**src/rtl/io_pkg.sv**
```systemverilog
// io_pkg: shared I/O-space definitions for the interrupt controller and the
// I/O register file.
//   - register offsets within the 4 KiB I/O window (addr[11:0])
//   - interrupt source indices
//   - halt sequencer state encoding
//   - byte-lane write mask helper shared with the I/O register file
package io_pkg;

  // Register offsets (byte addresses within the I/O window)
  localparam logic [11:0] IO_IE      = 12'h200;
  localparam logic [11:0] IO_IF      = 12'h202;
  localparam logic [11:0] IO_IME     = 12'h208;
  localparam logic [11:0] IO_HALTCNT = 12'h300;

  // Interrupt source indices; lower index = higher priority
  localparam int IRQ_VBLANK  = 0;
  localparam int IRQ_HBLANK  = 1;
  localparam int IRQ_VCOUNT  = 2;
  localparam int IRQ_TIMER0  = 3;
  localparam int IRQ_TIMER1  = 4;
  localparam int IRQ_TIMER2  = 5;
  localparam int IRQ_TIMER3  = 6;
  localparam int IRQ_SERIAL  = 7;
  localparam int IRQ_DMA0    = 8;
  localparam int IRQ_DMA1    = 9;
  localparam int IRQ_DMA2    = 10;
  localparam int IRQ_DMA3    = 11;
  localparam int IRQ_KEYPAD  = 12;
  localparam int IRQ_GAMEPAK = 13;

  // Access width encoding on the bus
  localparam logic [1:0] WIDTH_BYTE = 2'b00;
  localparam logic [1:0] WIDTH_HALF = 2'b01;

  // Halt sequencer states
  typedef enum logic [0:0] {
    HALT_RUN  = 1'b0,
    HALT_HALT = 1'b1
  } halt_state_e;

  // Byte-lane mask for a write of the given width landing at byte lane
  // 'lane' of a 32-bit word. Lanes shifted past bit 31 are simply dropped,
  // matching the behaviour of the I/O register file.
  function automatic logic [31:0] lane_mask(input logic [1:0] width,
                                            input logic [1:0] lane);
    logic [31:0] base;
    case (width)
      WIDTH_BYTE: base = 32'h0000_00ff;
      WIDTH_HALF: base = 32'h0000_ffff;
      default:    base = 32'hffff_ffff;
    endcase
    return base << {lane, 3'b000};
  endfunction

endpackage

```
**src/rtl/irq_controller_if.sv**
```systemverilog
// irq_controller_if: I/O register bus shared by the I/O register file and
// the interrupt controller.
//   addr     byte address (block decodes addr[11:0])
//   data_in  write data, right-aligned to the access byte lane
//   data_out read data, shifted right by 8*addr[1:0]
//   read     read strobe (no side effects)
//   write    write strobe
//   width    00 byte, 01 halfword, others word
// master = CPU/bus side, slave = register block side.
interface irq_controller_if;
  logic [23:0] addr;
  logic [31:0] data_in;
  logic [31:0] data_out;
  logic        read;
  logic        write;
  logic [1:0]  width;

  modport master (
    output addr,
    output data_in,
    output read,
    output write,
    output width,
    input  data_out
  );

  modport slave (
    input  addr,
    input  data_in,
    input  read,
    input  write,
    input  width,
    output data_out
  );
endinterface

```
**src/rtl/irq_prio_enc.sv**
```systemverilog
// irq_prio_enc: fixed-priority encoder, bit 0 has highest priority.
//   req   NUM_SRC-wide request vector
//   idx   index of the lowest set bit of req (0 when none set)
//   valid 1 when any bit of req is set
module irq_prio_enc #(
  parameter int NUM_SRC = 14,
  parameter int IDX_W   = 4
) (
  input  logic [NUM_SRC-1:0] req,
  output logic [IDX_W-1:0]   idx,
  output logic               valid
);

  // lower_any[i] is set when any request below bit i is active; a request
  // wins only when nothing below it is asserted.
  logic [NUM_SRC:0]   lower_any;
  logic [NUM_SRC-1:0] onehot;

  assign lower_any[0] = 1'b0;

  generate
    for (genvar gi = 0; gi < NUM_SRC; gi++) begin : g_chain
      assign lower_any[gi+1] = lower_any[gi] | req[gi];
      assign onehot[gi]      = req[gi] & ~lower_any[gi];
    end
  endgenerate

  assign valid = lower_any[NUM_SRC];

  // onehot has at most one bit set, so OR-ing the indices yields the winner.
  always_comb begin
    idx = '0;
    for (int i = 0; i < NUM_SRC; i++) begin
      if (onehot[i]) begin
        idx = idx | IDX_W'(i);
      end
    end
  end

endmodule

```
**src/rtl/irq_controller.sv**
```systemverilog
// irq_controller: interrupt controller with IE/IF/IME/HALTCNT registers.
//   clk_mem  system clock, all state on its rising edge
//   rst      synchronous active-high reset
//   bus      I/O register bus (slave side), decodes addr[11:0]
//   irq_src  interrupt source lines, rising-edge triggered
//   irq      registered interrupt request to the CPU
//   irq_id   registered index of highest-priority enabled pending source
//   halted   registered CPU stall (1 = CPU clock gated)
module irq_controller
  import io_pkg::*;
#(
  parameter int NUM_SRC = 14
) (
  input  logic               clk_mem,
  input  logic               rst,
  irq_controller_if.slave    bus,
  input  logic [NUM_SRC-1:0] irq_src,
  output logic               irq,
  output logic [3:0]         irq_id,
  output logic               halted
);

  localparam logic [0:0] ST_RUN  = HALT_RUN;
  localparam logic [0:0] ST_HALT = HALT_HALT;

  // Register state
  logic [NUM_SRC-1:0] src_q_reg;
  logic [NUM_SRC-1:0] ie_reg;
  logic [NUM_SRC-1:0] ie_next;
  logic [NUM_SRC-1:0] if_reg;
  logic [NUM_SRC-1:0] if_next;
  logic               ime_reg;
  logic               ime_next;
  logic [0:0]         state_reg;
  logic [0:0]         state_next;
  logic               irq_reg;
  logic [3:0]         irq_id_reg;

  // Combinational helpers
  logic [NUM_SRC-1:0] set_vec;
  logic [NUM_SRC-1:0] clear_vec;
  logic [NUM_SRC-1:0] pend;
  logic               pend_any;
  logic [3:0]         pend_idx;
  logic               halt_req;
  logic [11:0]        word_addr;
  logic               sel_ie_if;
  logic               sel_ime;
  logic               sel_halt;
  logic [31:0]        wr_mask;
  logic [31:0]        wr_data;
  logic [31:0]        rd_word;

  // ---------------------------------------------------------------------
  // Address decode and lane alignment
  // ---------------------------------------------------------------------
  assign word_addr = {bus.addr[11:2], 2'b00};
  assign sel_ie_if = (word_addr == IO_IE);
  assign sel_ime   = (word_addr == IO_IME);
  assign sel_halt  = (word_addr == IO_HALTCNT);

  assign wr_mask = lane_mask(bus.width, bus.addr[1:0]);
  assign wr_data = bus.data_in << {bus.addr[1:0], 3'b000};

  // ---------------------------------------------------------------------
  // Edge detect and pending
  // ---------------------------------------------------------------------
  assign set_vec  = irq_src & ~src_q_reg;
  assign pend     = ie_reg & if_reg;

  irq_prio_enc #(
    .NUM_SRC (NUM_SRC),
    .IDX_W   (4)
  ) u_prio_enc (
    .req   (pend),
    .idx   (pend_idx),
    .valid (pend_any)
  );

  // ---------------------------------------------------------------------
  // Register write merge
  // ---------------------------------------------------------------------
  always_comb begin
    ie_next   = ie_reg;
    clear_vec = '0;
    ime_next  = ime_reg;
    halt_req  = 1'b0;
    if (bus.write) begin
      if (sel_ie_if) begin
        // Low half is IE (plain write); high half is IF (write-1-to-clear).
        // Bits above NUM_SRC-1 fall off here, so reserved bits never stick.
        ie_next   = (ie_reg & ~wr_mask[NUM_SRC-1:0]) |
                    (wr_data[NUM_SRC-1:0] & wr_mask[NUM_SRC-1:0]);
        clear_vec = wr_data[16 +: NUM_SRC] & wr_mask[16 +: NUM_SRC];
      end
      if (sel_ime && wr_mask[0]) begin
        ime_next = wr_data[0];
      end
      // Any write touching the HALTCNT byte halts; stop mode is treated as
      // halt, and the POSTFLG byte alone does nothing.
      if (sel_halt && (|wr_mask[15:8])) begin
        halt_req = 1'b1;
      end
    end
  end

  // Set is ORed in after the clear, so a fresh edge beats a same-cycle ack.
  assign if_next = (if_reg & ~clear_vec) | set_vec;

  // ---------------------------------------------------------------------
  // Halt sequencer
  // ---------------------------------------------------------------------
  always_comb begin
    state_next = state_reg;
    case (state_reg)
      ST_RUN: begin
        // A pending interrupt in the same cycle cancels the halt request.
        if (halt_req && !pend_any) begin
          state_next = ST_HALT;
        end
      end
      ST_HALT: begin
        // Wake is independent of IME: the CPU resumes even if it will not
        // take the interrupt.
        if (pend_any) begin
          state_next = ST_RUN;
        end
      end
      default: state_next = ST_RUN;
    endcase
  end

  // ---------------------------------------------------------------------
  // State registers
  // ---------------------------------------------------------------------
  always_ff @(posedge clk_mem) begin
    if (rst) begin
      // All-ones so that a source already high at reset release is not
      // mistaken for a rising edge.
      src_q_reg  <= '1;
      ie_reg     <= '0;
      if_reg     <= '0;
      ime_reg    <= 1'b0;
      state_reg  <= ST_RUN;
      irq_reg    <= 1'b0;
      irq_id_reg <= '0;
    end else begin
      src_q_reg  <= irq_src;
      ie_reg     <= ie_next;
      if_reg     <= if_next;
      ime_reg    <= ime_next;
      state_reg  <= state_next;
      irq_reg    <= ime_reg & pend_any;
      irq_id_reg <= pend_any ? pend_idx : 4'd0;
    end
  end

  assign irq    = irq_reg;
  assign irq_id = irq_id_reg;
  assign halted = (state_reg == ST_HALT);

  // ---------------------------------------------------------------------
  // Read path (purely combinational, no side effects)
  // ---------------------------------------------------------------------
  always_comb begin
    rd_word = '0;
    if (sel_ie_if) begin
      rd_word = {16'(if_reg), 16'(ie_reg)};
    end else if (sel_ime) begin
      rd_word = {31'b0, ime_reg};
    end
  end

  assign bus.data_out = rd_word >> {bus.addr[1:0], 3'b000};

  // Upper address bits belong to other decoders; the read strobe carries no
  // side effect here; some mask/data bits have no register behind them.
  logic unused_bits;
  assign unused_bits = ^{bus.addr[23:12], bus.read, wr_mask, wr_data};

endmodule

```
**src/flat_wrapper.sv**
```systemverilog
// flat-port wrapper written by rule: the top's interface ports become plain ports
module irq_controller_flat import io_pkg::*;
#(
  parameter int NUM_SRC = 14
)
  (clk_mem, rst, irq_src, irq, irq_id, halted, bus_addr, bus_data_in, bus_read, bus_write, bus_width, bus_data_out);
  irq_controller_if bus_i ();
  input  logic clk_mem;
  input  logic rst;
  input  logic [NUM_SRC-1:0] irq_src;
  output logic irq;
  output logic [3:0] irq_id;
  output logic halted;
  input wire logic [$bits(bus_i.addr)-1:0] bus_addr;
  input wire logic [$bits(bus_i.data_in)-1:0] bus_data_in;
  input wire logic [$bits(bus_i.read)-1:0] bus_read;
  input wire logic [$bits(bus_i.write)-1:0] bus_write;
  input wire logic [$bits(bus_i.width)-1:0] bus_width;
  output wire logic [$bits(bus_i.data_out)-1:0] bus_data_out;
  assign bus_i.addr = bus_addr;
  assign bus_i.data_in = bus_data_in;
  assign bus_i.read = bus_read;
  assign bus_i.write = bus_write;
  assign bus_i.width = bus_width;
  assign bus_data_out = bus_i.data_out;
  irq_controller #(.NUM_SRC(NUM_SRC)) u_core (.clk_mem(clk_mem), .rst(rst), .bus(bus_i), .irq_src(irq_src), .irq(irq), .irq_id(irq_id), .halted(halted));
endmodule
```
**config.mk**
```make
export PLATFORM = sky130hd
export DESIGN_NAME = irq_controller_flat
export DESIGN_NICKNAME = d
export VERILOG_FILES = /design/src/rtl/io_pkg.sv /design/src/rtl/irq_controller_if.sv /design/src/rtl/irq_prio_enc.sv /design/src/rtl/irq_controller.sv /design/src/flat_wrapper.sv
export SDC_FILE = /design/constraint.sdc
export NUM_CORES = 1
export LEC_CHECK = 0
export CAP_MARGIN = 25
export CORE_MARGIN = 1.5
export CORE_UTILIZATION = 48
export CTS_CLUSTER_DIAMETER = 30
export DETAILED_ROUTE_END_ITERATION = 7
export PLACE_DENSITY_LB_ADDON = 0.2
export SLEW_MARGIN = 30
export SYNTH_ARGS = -nofsm -noshare
export SYNTH_HDL_FRONTEND = slang
export SYNTH_HIERARCHICAL = 1
export SYNTH_SLANG_ARGS = --single-unit
```
**constraint.sdc**
```tcl
create_clock -name clk_mem -period 7.45 [get_ports clk_mem]
set_clock_uncertainty 0.1 [all_clocks]
set_input_delay 1.49 -clock clk_mem [delete_from_list [all_inputs] [get_ports clk_mem]]
set_output_delay 1.49 -clock clk_mem [all_outputs]
set_load 0.01 [all_outputs]
```
==> results by group, run 1 <==
Critical path
  • CP Launch Point: bus_addr[2]
  • CP most frequent cell: clkdlybuf4s50_1
  • Data arrival, critical path: 4180 ps
  • Critical-path top delay cell: or4_1
  • Worst EP required: approximately 5900 ps
  • Crit-path max FO: 26
  • Critical path class: input port to output pin
  • Startpoint Class: input port
  • Reg-to-reg startpoint: u_core/if_reg[1]
  • Critical Path Max Stage Delay: roughly 700 ps
  • Crit-path cells: clkdlybuf4s50_1, or4_1, or4_4, a211oi_1, clkdlybuf4s50_1
  • Critical path endpoint category: output pin

Routing
  • Via Count: between 2000 and 3000
  • Antenna Nets Post-Route: 0
  • Drt wl/cell: roughly 16 µm
  • WL final: 8190 µm
  • Pre-antenna DRT Iters: 4
  • Detailed-route vias per instance: between 5 and 6
  • DRC errors left: 0
  • DR iter-0 viols: about 270

Global route
  • Total track usage: approximately a quarter
  • Grt total ovfl: 0
  • Met1 Track Usage GR: 34.9%
  • Vias in the first global route: 2575
  • Gr busiest metal: met2
  • Initial antenna violation count: 0
  • Pin count of the biggest net entering global routing: 53
  • First-pass GRT wire length: 12900 µm
  • Met2 Resource Use GR: between 40 and 50%
  • Global routing usage on met3: under 10%

Logic synthesis
  • Synth Flop Type: dfxtp_1
  • Synth unique cells: 46
  • Syn Inst Count: between 300 and 400
  • Post-synth EDFFs: 0
  • Proportion of synthesized chip area in sequential cells: around a third
  • Seq cells post-synth: around 50
  • Fraction of registers with async set/reset: 0%
  • Average cell area after synthesis: a little under 9 µm²
  • Synth Cell Area: 3020 µm²
  • Ys Warns: 6

Place
  • DP HPWL: about 6100 µm
  • Placed standard-cell area: 3970 µm²
  • Placed insts: ~500
  • DP Worst Slack: ~1700 ps
  • IO Port Bufs: 96
  • Placer Congestion: approximately 0.84

Power
  • Worst VDD drop: around 0.00013 V
  • Psw: 140 µW
  • Static leakage: around 0.0015 µW
  • Power Dens Cells: approximately 140 nW/µm²
  • Reg power frac: about half
  • Gate power share: 16.7%
  • Clk pwr share: a little over a third
  • Sw Share: between 20% and 30%
  • Internal power: between 400 and 500 µW

Min path
  • Tightest Hold Check Type: register to register
  • Hold_sp: u_core/src_q_reg[0]

Clocking
  • Largest buffer count on any clock path: 2
  • Root buffer cell: clkbuf_8
  • Clock transition at path regs: around 90 ps
  • CTS resizes: 0
  • Sink Count: a little under 50
  • Post CTS Setup Buffer Count: 0
  • CTS tree: done
  • Cts-stage hold buffer count: 0
  • Max H-tree Level: 2
  • Number of CTS-inserted buffers: 5
  • Worst-Skew Late Latency: around 310 ps

Die
  • Die area: between 6000 and 7000 µm²
  • CORE AREA: around 6000 µm²
  • Io pins: between 100 and 150
  • Die H: between 80 and 90 µm
  • Die X: 82.3 µm
  • Site Rows: 28
  • Initial Util: between 50% and 60%

STA
  • Fmax: approximately 0.17 GHz
  • Final TNS setup: 0 ps
  • Rel. slew slack: a little over two fifths
  • Actual slew at the worst max-slew pin: between 800 and 900 ps
  • Slew Viols, Final: 0
  • Worst Slack Setup Final: 1680 ps
  • RSZ-0062 raised after global routing: no
  • Final Hold Viols: 0
  • Count of endpoints failing setup in the final report: 0
  • Tmin final: around 5800 ps
  • Fin crit share: 77.5%

Final layout
  • Non-Filler Instances: around 500
  • Synthesis-to-finish area growth: 35.6%
  • Design Area, Final: a little over 4000 µm²
  • Fraction of layout cells with a size suffix above 1: between 10% and 20%
  • Most common cell after layout, fill and taps aside: clkdlybuf4s50_1
  • N_diodes: 0
  • Final net count: about 500
  • Fillers: 517
  • Most frequent cells in the layout: clkdlybuf4s50_1 (94), dfxtp_1 (49), mux2i_1 (37)

Run
  • Max-cap violations: 0

Run status
  • Outcome: completed
[final cells by class]
type,instances,area (µm²),area share [%]
multi-input combinational,258,1870,45.8
sequential,49,981,24.0
timing repair buffer,100,981,24.0
tap,75,93.8,2.29
clock buffer,6,82.6,2.02
inverter,11,41.3,1.01
clock inverter,2,37.5,0.918
[critical path: cells and delay by family]
kind / cells / cell delay [ps]
simple gates: 2 / 1350
buf+inv: 2 / 990
compound gates: 1 / 340
[worst paths after layout]
path,depth (start not counted),to,slack [ps]
hold / removal,2,u_core/if_reg[0],390
setup / recovery,5,bus_data_out[5],1680
hold reg to reg,2,u_core/if_reg[0],390
setup reg to reg,5,u_core/irq,5530
[power groups by stage]
stage | combinational (µW) | sequential, µW | clock (µW)
final | 95.6 | 277 | 200
after global routing | 104 | 277 | 212
after CTS | 95.4 | 276 | 203
after detailed placement | 95.1 | 283 | 0
after global placement | 92.9 | 282 | 0
after floorplan | 50.3 | 280 | 0
[per-stage QoR]
stage	hold slack, ps	power [µW]	utilization [%]
after detailed placement	376	378	66.2
final	392	572	68.3
after global placement	369	375	66.2
after global routing	414	593	68.3
after floorplan	352	330	-
after CTS	390	575	68.3
[cell usage after synthesis (all sizes together), types with 6 or more instances]
| cell type | number | area share, % |
|---|---|---|
| mux2i | 37 | 12 |
| dfxtp | 49 | 33 |
| nor2b | 12 | 2.5 |
| and3 | 10 | 2.1 |
| inv | 11 | 1.4 |
| or2 | 15 | 3.1 |
| and2 | 20 | 4.1 |
| a21oi | 29 | 4.8 |
| a311oi | 8 | 2.3 |
| nor3 | 13 | 2.3 |
| buf | 14 | 2.7 |
| nor4 | 6 | 2.7 |
| nand2b | 13 | 2.7 |
| clkbuf | 13 | 1.6 |
| a211oi | 12 | 3.0 |
| nand2 | 7 | 0.87 |
| nor2 | 28 | 3.5 |
[cells by family (layout without fill, tap and decap cells)]
group	count (synthesis)	in the layout	share of synthesized area, %
compound gates	75	75	17.4
buf+inv	38	119	5.68
flops	49	49	32.5
mux	45	45	16.8
other cells	1	2	0.124
simple gates	136	136	27.5
[metal layers]
| metal | vias to the layer above | share of wire [%] |
|---|---|---|
| met5 | - | 0 |
| met4 | 0 | 1.6 |
| met3 | 16 | 5.8 |
| met2 | 106 | 49 |
| met1 | 1328 | 44 |
| li1 | 1404 | - |
Note: power is estimated with default switching activity, not from simulation.
==> run 2, diff against run 1 <==
CORE_UTILIZATION = 40   (was 48)
clock period = 4.6 ns   (was 7.45 ns; I/O delays follow)
==> run 2 against run 1 <==
  * Sequential share of layout area is 0.25 points lower
  * Sequential power is 62% higher
  * Global-route usage is 5.1 points lower
  * Final cell count is 6.0% higher
  * Critical path depth stayed put
  * Flip-flop and latch count stayed put
  * Clock-buffer cell count is 1 lower
  * Largest power group unchanged
  * Wire length is 0.48% higher
  * Power is 50% higher
  * Clock power is 27% higher
  * Design area is 1.0% higher
  * Setup slack worse by 1500 ps
==> results by group, run 2 (synthesis results as in run 1) <==
Clocking
  • Root buffer cell: clkbuf_8
  • Post CTS Setup Buffer Count: 0
  • Number of CTS-inserted buffers: 5
  • Worst-Skew Late Latency: just over 300 ps
  • Max H-tree Level: 2
  • Clock transition at path regs: ~90 ps
  • Cts-stage hold buffer count: 0
  • Largest buffer count on any clock path: 2
  • CTS resizes: 0
  • CTS tree: done
  • Sink Count: 49

Routing
  • Via Count: ~2800
  • Detailed-route vias per instance: about 5.4
  • WL final: around 8000 µm
  • Drt wl/cell: 15.5 µm
  • DRC errors left: 0
  • DR iter-0 viols: between 100 and 150
  • Antenna Nets Post-Route: 0
  • Pre-antenna DRT Iters: 4

STA
  • Tmin final: 4460 ps
  • Final TNS setup: 0 ps
  • Rel. slew slack: 45.0%
  • Count of endpoints failing setup in the final report: 0
  • RSZ-0062 raised after global routing: no
  • Fmax: approximately 0.22 GHz
  • Actual slew at the worst max-slew pin: about 820 ps
  • Fin crit share: between 90% and 100%
  • Slew Viols, Final: 0
  • Final Hold Viols: 0

Global route
  • Initial antenna violation count: 0
  • Met2 Resource Use GR: between 30 and 40%
  • Grt total ovfl: 0
  • Gr busiest metal: met2
  • Total track usage: 20.0%
  • Met1 Track Usage GR: 27.3%
  • First-pass GRT wire length: 13200 µm
  • Pin count of the biggest net entering global routing: between 40 and 50
  • Vias in the first global route: ~2700
  • Global routing usage on met3: approximately 3.1%

Die
  • CORE AREA: roughly 7300 µm²
  • Site Rows: 31
  • Io pins: about 110
  • Die X: around 90 µm
  • Initial Util: around two fifths
  • Die H: ~90 µm
  • Die area: ~8100 µm²

Critical path
  • Critical path endpoint category: output pin
  • Data arrival, critical path: between 3000 and 4000 ps
  • Crit-path max FO: 21
  • Critical-path top delay cell: or4_4
  • Worst path bufs/invs: 2
  • Startpoint Class: input port
  • Critical path class: input port to output pin
  • Crit-path cells: clkdlybuf4s50_1, or4b_4, or4_4, a211oi_1, clkdlybuf4s50_1
  • Critical Path Max Stage Delay: 640 ps
  • CP most frequent cell: clkdlybuf4s50_1
  • CP delay by family, top: simple AND/OR/NAND/NOR gates
  • R2R setup slack: 2640 ps
  • Worst EP required: between 3000 and 4000 ps

Power
  • Static leakage: ~0.0015 µW
  • Reg power frac: 52.2%
  • Gate power share: 18.3%
  • Sw Share: about a quarter
  • Worst VDD drop: 0.000177 V
  • Psw: ~230 µW
  • Internal power: approximately 630 µW
  • Clk pwr share: 29.5%
  • Power Dens Cells: between 200 and 250 nW/µm²

Final layout
  • N_diodes: 0
  • Final net count: 508
  • Fraction of layout cells with a size suffix above 1: between 10% and 20%
  • Most common cell after layout, fill and taps aside: clkdlybuf4s50_1
  • Post-Route Utilization: 56.7%
  • Fillers: 700
  • Synthesis-to-finish area growth: 37.0%
  • Non-Filler Instances: 531
  • Most frequent cells in the layout: clkdlybuf4s50_1 (94), dfxtp_1 (49), mux2i_1 (37)

Place
  • DP HPWL: ~6300 µm
  • Placed insts: between 500 and 600
  • IO Port Bufs: 96
  • Placer Congestion: 0.902

Min path
  • Tightest Hold Check Type: register to register

Run
  • Max-cap violations: 0

Run status
  • Outcome: completed
## run 2: cell count changes in the layout (fill, tap and decap cells not counted)
| cell | delta |
|---|---|
| clkinv_4 | +1 |
| nor3b_1 | +1 |
| clkbuf_8 | -1 |
| nor3b_2 | -1 |
| bufinv_16 | -1 |
| buf_4 | +7 |
## run 2: path summary, 6_finish.rpt
path	depth (start not counted)	endpoint	startpoint
setup / recovery	5	bus_data_out[3]	bus_addr[6]
hold / removal	2	u_core/if_reg[5]	u_core/src_q_reg[5]
setup reg to reg	6	u_core/irq_id[1]	u_core/if_reg[8]
hold reg to reg	2	u_core/if_reg[5]	u_core/src_q_reg[5]
## run 2: power groups by stage
stage,Combinational (µW),Sequential [µW],Clock [µW]
detailed placement,157,458,0
global placement,154,457,0
floorplan,81.5,453,0
finish,157,448,253
CTS,158,448,261
global route,170,450,277
## run 2: final cells by class
cell class / instances / area, µm² / share of cell area, %
multi-input cells: 258 / 1870 / 45.2
repair buffers: 107 / 1030 / 25.0
flip-flops and latches: 49 / 981 / 23.7
well taps: 99 / 124 / 3.00
clock buffers: 5 / 68.8 / 1.67
inverters: 11 / 41.3 / 0.999
clock inverters: 2 / 16.3 / 0.394
## run 2: worst reg2reg max path, stage by stage (launching register included)
cell and delay [ps]:
dfxtp_1 360, and2_1 210, nor4_1 370, nor3b_1 320, nand3b_1 130, nor2b_1 190
and2_1 180
## run 2: metal layers
layer | vias up | routed length [µm]
met3 | 3 | 390
met1 | 1341 | 3840
met4 | 0 | 23
li1 | 1420 | -
met5 | - | 0
met2 | 81 | 3980
## run 2: stage by stage
stage | area, µm² | worst slack (ps) | total power, µW | hold WS, ps
after floorplan | 3020 | 909 | 534 | 352
after global placement | 4050 | 166 | 611 | 369
after detailed placement | 4050 | 150 | 615 | 367
after CTS | 4130 | 149 | 866 | 385
after global routing | 4130 | 82.6 | 896 | 407
final | 4130 | 143 | 858 | 386
